$ cat src/rtl/bus_arbiter_4.sv
// Four-requester round-robin bus arbiter driving a 2-to-4 tri-state decoder (sel/en/gnt).
// Optional hold-time limit with forced release is compiled in by defining BUS_ARB_TIMEOUT_EN.
module bus_arbiter_4 #(
    parameter int HOLD_MAX = 8
) (
    input  logic       clk,
    input  logic       rst_n,
    input  logic [3:0] req,
    output logic [1:0] sel,
    output logic       en,
    output logic [3:0] gnt,
    output logic       tmo
);

    typedef enum logic [1:0] {
        IDLE  = 2'd0,
        GRANT = 2'd1,
        TURN  = 2'd2
    } state_t;

    state_t     r_state;
    state_t     w_state_nxt;
    logic [1:0] r_sel;
    logic [1:0] w_sel_nxt;
    logic       r_en;
    logic       w_en_nxt;
    logic [3:0] r_gnt;
    logic [3:0] w_gnt_nxt;
    logic       r_tmo;
    logic       w_tmo_nxt;
    logic [1:0] r_last;
    logic [1:0] w_last_nxt;
    logic [1:0] w_winner;
    logic       w_force;

    if (HOLD_MAX < 1) begin : g_hold_max_invalid
        $error("bus_arbiter_4: HOLD_MAX must be at least 1");
    end

    // Search starts just after the previous owner, so that owner ends up lowest priority.
    function automatic logic [1:0] rr_pick(input logic [1:0] last, input logic [3:0] r);
        logic [1:0] idx;
        logic       found;
        rr_pick = 2'd0;
        found   = 1'b0;
        for (int k = 1; k <= 4; k++) begin
            idx = last + 2'(k);
            if (!found && r[idx]) begin
                rr_pick = idx;
                found   = 1'b1;
            end
        end
    endfunction

    assign w_winner = rr_pick(r_last, req);

`ifdef BUS_ARB_TIMEOUT_EN
    localparam int                CW       = $clog2(HOLD_MAX + 1);
    localparam logic [CW-1:0]     HOLD_LIM = CW'(HOLD_MAX);
    localparam logic [CW-1:0]     CNT_ONE  = CW'(1);

    logic [CW-1:0] r_cnt;
    logic [3:0]    w_own_mask;

    assign w_own_mask = 4'b0001 << r_sel;
    assign w_force    = (r_cnt == HOLD_LIM) && ((req & ~w_own_mask) != 4'b0000);

    // Hold counter: 1 on the first GRANT cycle, saturating at the limit.
    always_ff @(posedge clk or negedge rst_n) begin
        if (!rst_n) begin
            r_cnt <= {CW{1'b0}};
        end else if (w_state_nxt == GRANT) begin
            if (r_state != GRANT) begin
                r_cnt <= CNT_ONE;
            end else if (r_cnt != HOLD_LIM) begin
                r_cnt <= r_cnt + CNT_ONE;
            end else begin
                r_cnt <= r_cnt;
            end
        end else begin
            r_cnt <= {CW{1'b0}};
        end
    end
`else
    assign w_force = 1'b0;
`endif

    // Next-state and next-output decode.
    always_comb begin
        w_state_nxt = r_state;
        w_sel_nxt   = r_sel;
        w_en_nxt    = 1'b0;
        w_tmo_nxt   = 1'b0;
        w_last_nxt  = r_last;
        case (r_state)
            IDLE, TURN: begin
                if (req != 4'b0000) begin
                    w_state_nxt = GRANT;
                    w_sel_nxt   = w_winner;
                    w_en_nxt    = 1'b1;
                end else begin
                    w_state_nxt = IDLE;
                end
            end
            GRANT: begin
                if (!req[r_sel]) begin
                    w_state_nxt = TURN;
                    w_last_nxt  = r_sel;
                end else if (w_force) begin
                    w_state_nxt = TURN;
                    w_last_nxt  = r_sel;
                    w_tmo_nxt   = 1'b1;
                end else begin
                    w_en_nxt    = 1'b1;
                end
            end
            default: begin
                w_state_nxt = IDLE;
            end
        endcase
        w_gnt_nxt = w_en_nxt ? (4'b0001 << w_sel_nxt) : 4'b0000;
    end

    // State and output registers; last_owner resets to 3 so requester 0 wins first.
    always_ff @(posedge clk or negedge rst_n) begin
        if (!rst_n) begin
            r_state <= IDLE;
            r_sel   <= 2'd0;
            r_en    <= 1'b0;
            r_gnt   <= 4'b0000;
            r_tmo   <= 1'b0;
            r_last  <= 2'd3;
        end else begin
            r_state <= w_state_nxt;
            r_sel   <= w_sel_nxt;
            r_en    <= w_en_nxt;
            r_gnt   <= w_gnt_nxt;
            r_tmo   <= w_tmo_nxt;
            r_last  <= w_last_nxt;
        end
    end

    assign sel = r_sel;
    assign en  = r_en;
    assign gnt = r_gnt;
    assign tmo = r_tmo;

endmodule

$ cat config.mk
export PLATFORM = sky130hd
export DESIGN_NAME = bus_arbiter_4
export DESIGN_NICKNAME = d
export VERILOG_FILES = /design/src/rtl/bus_arbiter_4.sv
export SDC_FILE = /design/constraint.sdc
export NUM_CORES = 1
export LEC_CHECK = 0
export CORE_AREA = 2 2 39 41
export CTS_CLUSTER_SIZE = 30
export DETAILED_ROUTE_END_ITERATION = 16
export DIE_AREA = 0 0 41 43
export HOLD_SLACK_MARGIN = 0.12
export PLACE_DENSITY = 0.79
export SYNTH_ARGS = -nofsm -noshare
export SYNTH_HDL_FRONTEND = slang
export SYNTH_SLANG_ARGS = --single-unit
$ cat constraint.sdc
create_clock -name clk -period 2.6 [get_ports clk]
set_input_delay 0.52 -clock clk [delete_from_list [all_inputs] [get_ports clk]]
set_output_delay 0.52 -clock clk [all_outputs]
set_load 0.005 [all_outputs]
=== Yosys cells after proc, flatten, opt, wreduce, memory -nomap -nowiden ===
Index checks and enable logic that the tools add are counted.
Widths: inputs -> output; s select.

* Input bits: 6
* Logic and storage cells: 54
* Flip-flop bits (word level): 11

* Muxes and demuxes: 26
* Order comparisons: 5
* $add $sub $neg: 3
* Equality and inequality tests: 3
* Bitwise operators: 1
* Shift operators: 1
* Reduce and logical (&&, ||, !) cells: 10

{| class="wikitable"
|+ Operators with widths
! operator !! count
|-
| $lt 2x3->1 const B || 5
|-
| $mux 2 || 7
|-
| $mux 1 || 11
|-
| $bmux 1 s2 || 5
|-
| $add 2x2->2 const B || 2
|-
| $mux 4 || 1
|-
| $pmux 2 s2 || 1
|-
| $reduce_bool 4->1 || 1
|-
| $shl 1x2->4 const A || 1
|-
| $logic_and 1x1->1 || 3
|-
| $logic_not 1->1 || 3
|-
| $add 2x1->2 const B || 1
|-
| $eq 2x1->1 const B || 1
|-
| $eq 2x2->1 const B || 1
|-
| $logic_not 2->1 || 1
|-
| $ne 2x2->1 const B || 1
|-
| $pmux 1 s2 || 1
|-
| $reduce_and 2->1 || 1
|-
| $reduce_or 2->1 || 1
|-
| $not 1->1 || 1
|}

=== Longest topological paths before layout ===
Gate-level depths: netlist of the first run.

* Word-level depth: 17
* Mapped depth: 5
* Depth with buffers taken out: 4

=== Least setup slack after synthesis of the first run ===
No wires, ideal clock.

* Path type: input to register
* Start point: input req[3]
* End point: register r_last[0]
* Arrival time: 1.554 ns
* Required time: 2.515 ns
* Setup slack: 0.961 ns
* Buffers on the path: 0
* Stages on the path: 3
* Path through: mux4_2 > nor3b_4 > mux2_1

* Longest elaborated chain between the ends: 4

{| class="wikitable"
|+ Ends and longest elaborated chain
! item !! line !! source
|-
| start, declared || 8 || <nowiki>input logic [3:0] req,</nowiki>
|-
| $bmux 1 s2 || 106 || <nowiki>if (!req[r_sel]) begin</nowiki>
|-
| $mux 1 (not written as such) || 106 ||
|-
| $not 1->1 (no source line) || -- ||
|-
| $reduce_and 2->1 (no source line) || -- ||
|-
| end signal, assigned || 139 || <nowiki>r_last <= w_last_nxt;</nowiki>
|-
| end, declared || 31 || <nowiki>logic [1:0] r_last;</nowiki>
|}

No other way between the ends. The select of a mux whose other input is x is not followed.
A chain may end at the register's enable or synchronous reset.

=== Worst setup path after layout of the first run ===
* Start point: input req[3]
* End point: register r_sel[0] (netlist: sel[0])

* Longest elaborated chain between the ends: 14
* Elaborated cells between the ends (all ways): 24

{| class="wikitable"
|+ Ends and longest elaborated chain
! item !! line !! source
|-
| $bmux 1 s2 || 48 || <nowiki>if (!found && r[idx]) begin</nowiki>
|-
| $mux 1 (not written as such) || 48 ||
|-
| $mux 1 || 48 ||
|-
| $logic_not 1->1 || 48 ||
|-
| $logic_and 1x1->1 || 48 ||
|-
| $mux 1 || 48 ||
|-
| $logic_not 1->1 || 48 ||
|-
| $logic_and 1x1->1 || 48 ||
|-
| $mux 1 || 48 ||
|-
| $logic_not 1->1 || 48 ||
|-
| $logic_and 1x1->1 || 48 ||
|-
| $mux 2 || 48 ||
|-
| $mux 2 * || 97 || <nowiki>if (req != 4'b0000) begin</nowiki>
|-
| $mux 2 * || 95 || <nowiki>case (r_state)</nowiki>
|-
| named net w_sel_nxt[0] || 24 || <nowiki>logic [1:0] w_sel_nxt;</nowiki>
|-
| end signal, assigned || 135 || <nowiki>r_sel <= w_sel_nxt;</nowiki>
|-
| end, declared || 23 || <nowiki>logic [1:0] r_sel;</nowiki>
|}

The timed path passes the listed nets; every way through them passes the cells marked *. The select of a mux whose other input is x is not followed.

==> run metrics, run 1 <==
Root Driver clkbuf_4; # Post-CTS Setup Buffers 0; #FFs+latches synth 11; Slew Limit Fails 0; layout cell share with drive strength beyond 1 15.52%; Cells after Synth 44; HPWL Detailed 762.1 um; sequential cell area fraction in the yosys report 51.03%; Max rail drop VDD 0.0004223 V; outcome finished clean; first-pass GRT wire length 1.780 mm; drt wl/cell 14.08 um; Setup crit start kind primary input; Final Wtd Congestion 0.7785; FMAX 505.3 MHz; critical path type primary input to flip-flop; largest net degree at the start of global routing 12; Post-Route WL 1.042 mm; initial antenna violation count 0; synthesized netlist net count 50; syn_area_per_cell 12.37 um2; register area 277.8 um2; htree depth 1; Final Hold Violating Endpoints 0; I/O pin count 14; Pwr per Cell Area 1168 nW/um2; total track usage 14.59%; Die Y 43 um; clk sinks 11; Die ar. 1763 um2; unrepaired setup endpoints after global routing false; CP Data Arrival Time 2160 ps; worst-path fanout max 7; Num CTS Buffers 3; max cap viols 0; Die Span X 41 um; total negative setup slack 0 ps; via count 407; Lkg Pwr 0.0002969 uW; Synth Warn # 0; Avg Vias per Cell 5.500; post-synth cell types 26; Pre-antenna DRT Iters 4; FILL cells 126; Setup-failing EPs final 0; worst endpoint required time 2780 ps; post-route setup slack 621.0 ps; Worst Clk Skew 0.3641 ps; worst min path class flip-flop to flip-flop; # hold bufs at CTS 0; Area Overhead vs Synth 28.28%; DR iter-0 viols 16; Reg2Reg Setup Slack 960 ps; Multi-input gate area 246.5 um2; Final min period 1979 ps; Clk pin slew, worst setup/hold paths 70 ps; Bufs on Longest Clock Path 2; Initial Util 39.33%; CTS tree built; CP Capture Type flip-flop; ant diodes 0; Place WS 346.9 ps; fin util 50.45%; vias in the first global route 414; core region area 1384 um2; FP Rows 14; DRC Markers 0; ANT nets after route 0; Total Nets Final 65; Mapped Area 544.3 um2; clock latency on the worst-skew pair 260 ps; total gr overflow 0; post-CTS sizing 0; final period utilization 76.12%; port buffer count 12
[logic make-up (layout without fill, tap and decap cells)]
| group | count (synthesis) | in the layout | share of synthesized area (%) |
|---|---|---|---|
| AO/OA/AOI/OAI | 11 | 11 | 17.01 |
| AND/OR/NAND/NOR | 12 | 12 | 15.63 |
| multiplexers | 5 | 5 | 11.95 |
| buffers and inverters | 4 | 18 | 3.678 |
| other | 1 | 1 | 0.6890 |
| flip-flops | 11 | 11 | 51.04 |
[worst max-delay path: stages]
cell	delay, ps
clkdlybuf4s50_1	500
nor4_1	380
or2_1	300
a311o_1	250
a21boi_1	210
[cell usage in the layout (no fill, tap or decap), drive strengths merged, types with 2 or more instances in the layout]
cell,instances
mux2,2
dfrtp,9
mux2i,2
nand2,2
nand2b,2
dfstp,2
clkdlybuf4s50,12
o21ai,3
nand3b,2
clkbuf,4
a21boi,2
inv,2
[stage by stage]
stage	instances	cell area, um2	hold WS, ps	power [uW]
after floorplan	44	544.3	224.4	552.4
after global placement	70	671.9	486.1	687.2
after detailed placement	70	671.9	505.9	703.3
after CTS	74	698.2	517.4	821.8
after global routing	74	698.2	524.0	868.7
final	74	698.2	513.4	815.4
[worst paths after layout]
kind / depth (start not counted) / to / startpoint
max in group asynchronous: 1 / r_last[0] / rst_n
worst max-delay path: 5 / sel[0] / req[3]
worst min register to register: 1 / r_state[1] / r_state[1]
worst min-delay path: 1 / r_state[1] / r_state[1]
worst max register to register: 3 / r_last[0] / sel[0]
min in group asynchronous: 1 / gnt[3] / rst_n
[report_power, final]
| group | switching, uW | internal (uW) |
|---|---|---|
| Sequential | 70.3 | 261 |
| Clock | 55.5 | 59.3 |
| Combinational | 152 | 217 |
[area by class of cell]
| type | count | area share [%] |
|---|---|---|
| Sequential cell | 11 | 39.78 |
| Multi-Input combinational cell | 29 | 35.30 |
| Timing Repair Buffer | 12 | 17.20 |
| Clock buffer | 4 | 3.763 |
| Tap cell | 16 | 2.867 |
| Inverter | 2 | 1.075 |
[layer usage]
layer | track usage (%) | up-vias | wire length [um]
met4 | 6.000 | 0 | 13
met5 | 0 | - | 0
met3 | 3.141 | 2 | 26
met2 | 22.50 | 9 | 537
li1 | - | 186 | -
met1 | 18.98 | 210 | 464
[flip-flops by register name (all words and copies together), names as in the netlist]
name	count
en	1
r_last	2
sel	2
gnt	4
r_state	2
[cells in the mapped netlist]
cell      number  area share, %
buf_4          1            1.4
buf_2          1           0.92
o22ai_1        1            1.2
o31ai_4        1            3.9
nor4_1         1            1.2
mux2_1         2            4.1
a21oi_1        1           0.92
and3b_1        1            1.6
nand2b_1       2            2.3
a311o_1        1            1.8
nor3b_4        1            3.4
nand3b_1       2            2.8
dfstp_2        2            9.7
o21ai_0        3            2.8
dfrtp_1        9             41
conb_1         1           0.69
nand2_1        2            1.4
a21boi_1       2            2.8
or2_1          1            1.2
inv_1          2            1.4
mux2i_1        2            3.7
mux4_2         1            4.1
and3_1         1            1.2
nor2_1         1           0.69
a22o_1         1            1.6
o221a_2        1            2.1
No activity file was read; power rests on OpenSTA's default activity.
==> run 2: changes to the inputs <==
Clock period 2.6 ns to 1.9 ns, I/O delays scaled along.
==> run metrics, run 2 (synthesis results as in run 1) <==
outcome finished clean; vias in the first global route 407; Placed Area 716.9 um2; total track usage 17.06%; Final min period 1745 ps; total negative setup slack 0 ps; cell type of the slowest stage on the worst timing path mux4_2; Final Hold Violating Endpoints 0; ant diodes 0; max cap viols 0; initial antenna violation count 0; layout cell share with drive strength beyond 1 25.00%; final period utilization 91.87%; largest net degree at the start of global routing 12; CTS tree built; most common cell after layout, fill and taps aside clkdlybuf4s50_1; CP peak stage delay 520 ps; port buffer count 12; total gr overflow 0; FMAX 572.9 MHz; critical path type primary input to flip-flop; Slew Limit Fails 0; FP Rows 14; unrepaired setup endpoints after global routing false; Avg Vias per Cell 5.338; via count 427; CP Capture Type flip-flop; Max rail drop VDD 0.0004899 V; top sig layer met4; worst r2r path cells 3; Tot Pwr 1162 uW; metal3 WL 24 um; R2R Path End r_last[1]; I/O pin count 14; worst min path class primary input to async pin; Lkg Pwr 0.0003280 uW; Worst Setup SP req[2]; worst-path fanout max 4; drt wl/cell 14.28 um; CP Cell Sequence clkdlybuf4s50_1, mux4_2, nor3b_4, mux2_1; DR iter-0 viols 7; core region area 1384 um2; Setup-failing EPs final 0; WHS 434.8 ps; clk sinks 11; HPWL Detailed 896.2 um; clock latency on the worst-skew pair 270 ps; # hold bufs at CTS 0; post-route setup slack 154.6 ps; number of flip-flops in the largest register 4; Clk pin slew, worst setup/hold paths 80 ps; FILL cells 114; Setup crit start kind primary input; Die Span X 41 um; # Post-CTS Setup Buffers 0; met2 wire len 608 um; Post-Route WL 1.142 mm; FF-to-FF Start sel[0]; Die Y 43 um; CP Capture Point r_last[1]; Place WS -120.6 ps; first-pass GRT wire length 1.938 mm; ANT nets after route 0; Initial Util 39.33%; DRC Markers 0; Num CTS Buffers 3; post-CTS sizing 0; met1 wire length 494 um; Area Overhead vs Synth 36.78%; CP Depth 4; Pre-antenna DRT Iters 6; worst endpoint required time 2100 ps; Root Driver clkbuf_4; Final Wtd Congestion 0.7855; Bufs on Longest Clock Path 2; Pwr per Cell Area 1561 nW/um2; most frequent cells in the layout clkdlybuf4s50_1, dfrtp_1, buf_4; htree depth 1; design area 744.5 um2; Total Nets Final 71; Worst Clk Skew 11.06 ps; Die ar. 1763 um2; Reg2Reg Setup Slack 240 ps; CP Data Arrival Time 1950 ps; critical path buffer and inverter count 1; crit-path leading delay family multiplexers
-- run 2: cell count changes in the layout (fill, tap and decap cells not counted) --
cell / delta
buf_4: +6
clkbuf_1: -1
clkinv_2: +1
-- run 2: final cells by class --
class	count	area [um2]	share of cell area (%)
flip-flops and latches	11	277.8	37.31
multi-input cells	29	246.5	33.11
repair buffers	18	165.2	22.18
clock buffers	3	22.52	3.025
well taps	16	20.02	2.689
inverters	2	7.507	1.008
clock inverters	1	5.005	0.6723
-- run 2: worst min path at each step --
stage	to	startpoint	cells after the start
after global routing	r_state[0]	rst_n	1
final	r_state[0]	rst_n	1
after detailed placement	r_state[1]	r_state[1]	1
after CTS	r_state[1]	rst_n	1
after global placement	r_state[1]	r_state[1]	1
after floorplan	en	rst_n	0
-- run 2: layer usage --
metal / vias to the layer above / global-route usage (%)
met1: 213 / 21.00
li1: 203 / -
met2: 9 / 25.31
met4: 0 / 10.00
met5: - / 0
met3: 2 / 4.712
-- run 2: per-stage QoR --
step,cells,utilization (%)
global route,80,53.80
finish,80,53.80
floorplan,44,-
CTS,80,53.80
detailed placement,76,51.81
global placement,76,51.81
-- run 2: report_power, final --
part	switching, uW	total [uW]	internal [uW]	leakage (uW)
Clock	79.7	158	77.8	0.0000177
Combinational	220	547	327	0.000177
Sequential	99.6	457	358	0.000133
Total	399	1160	762	0.000328
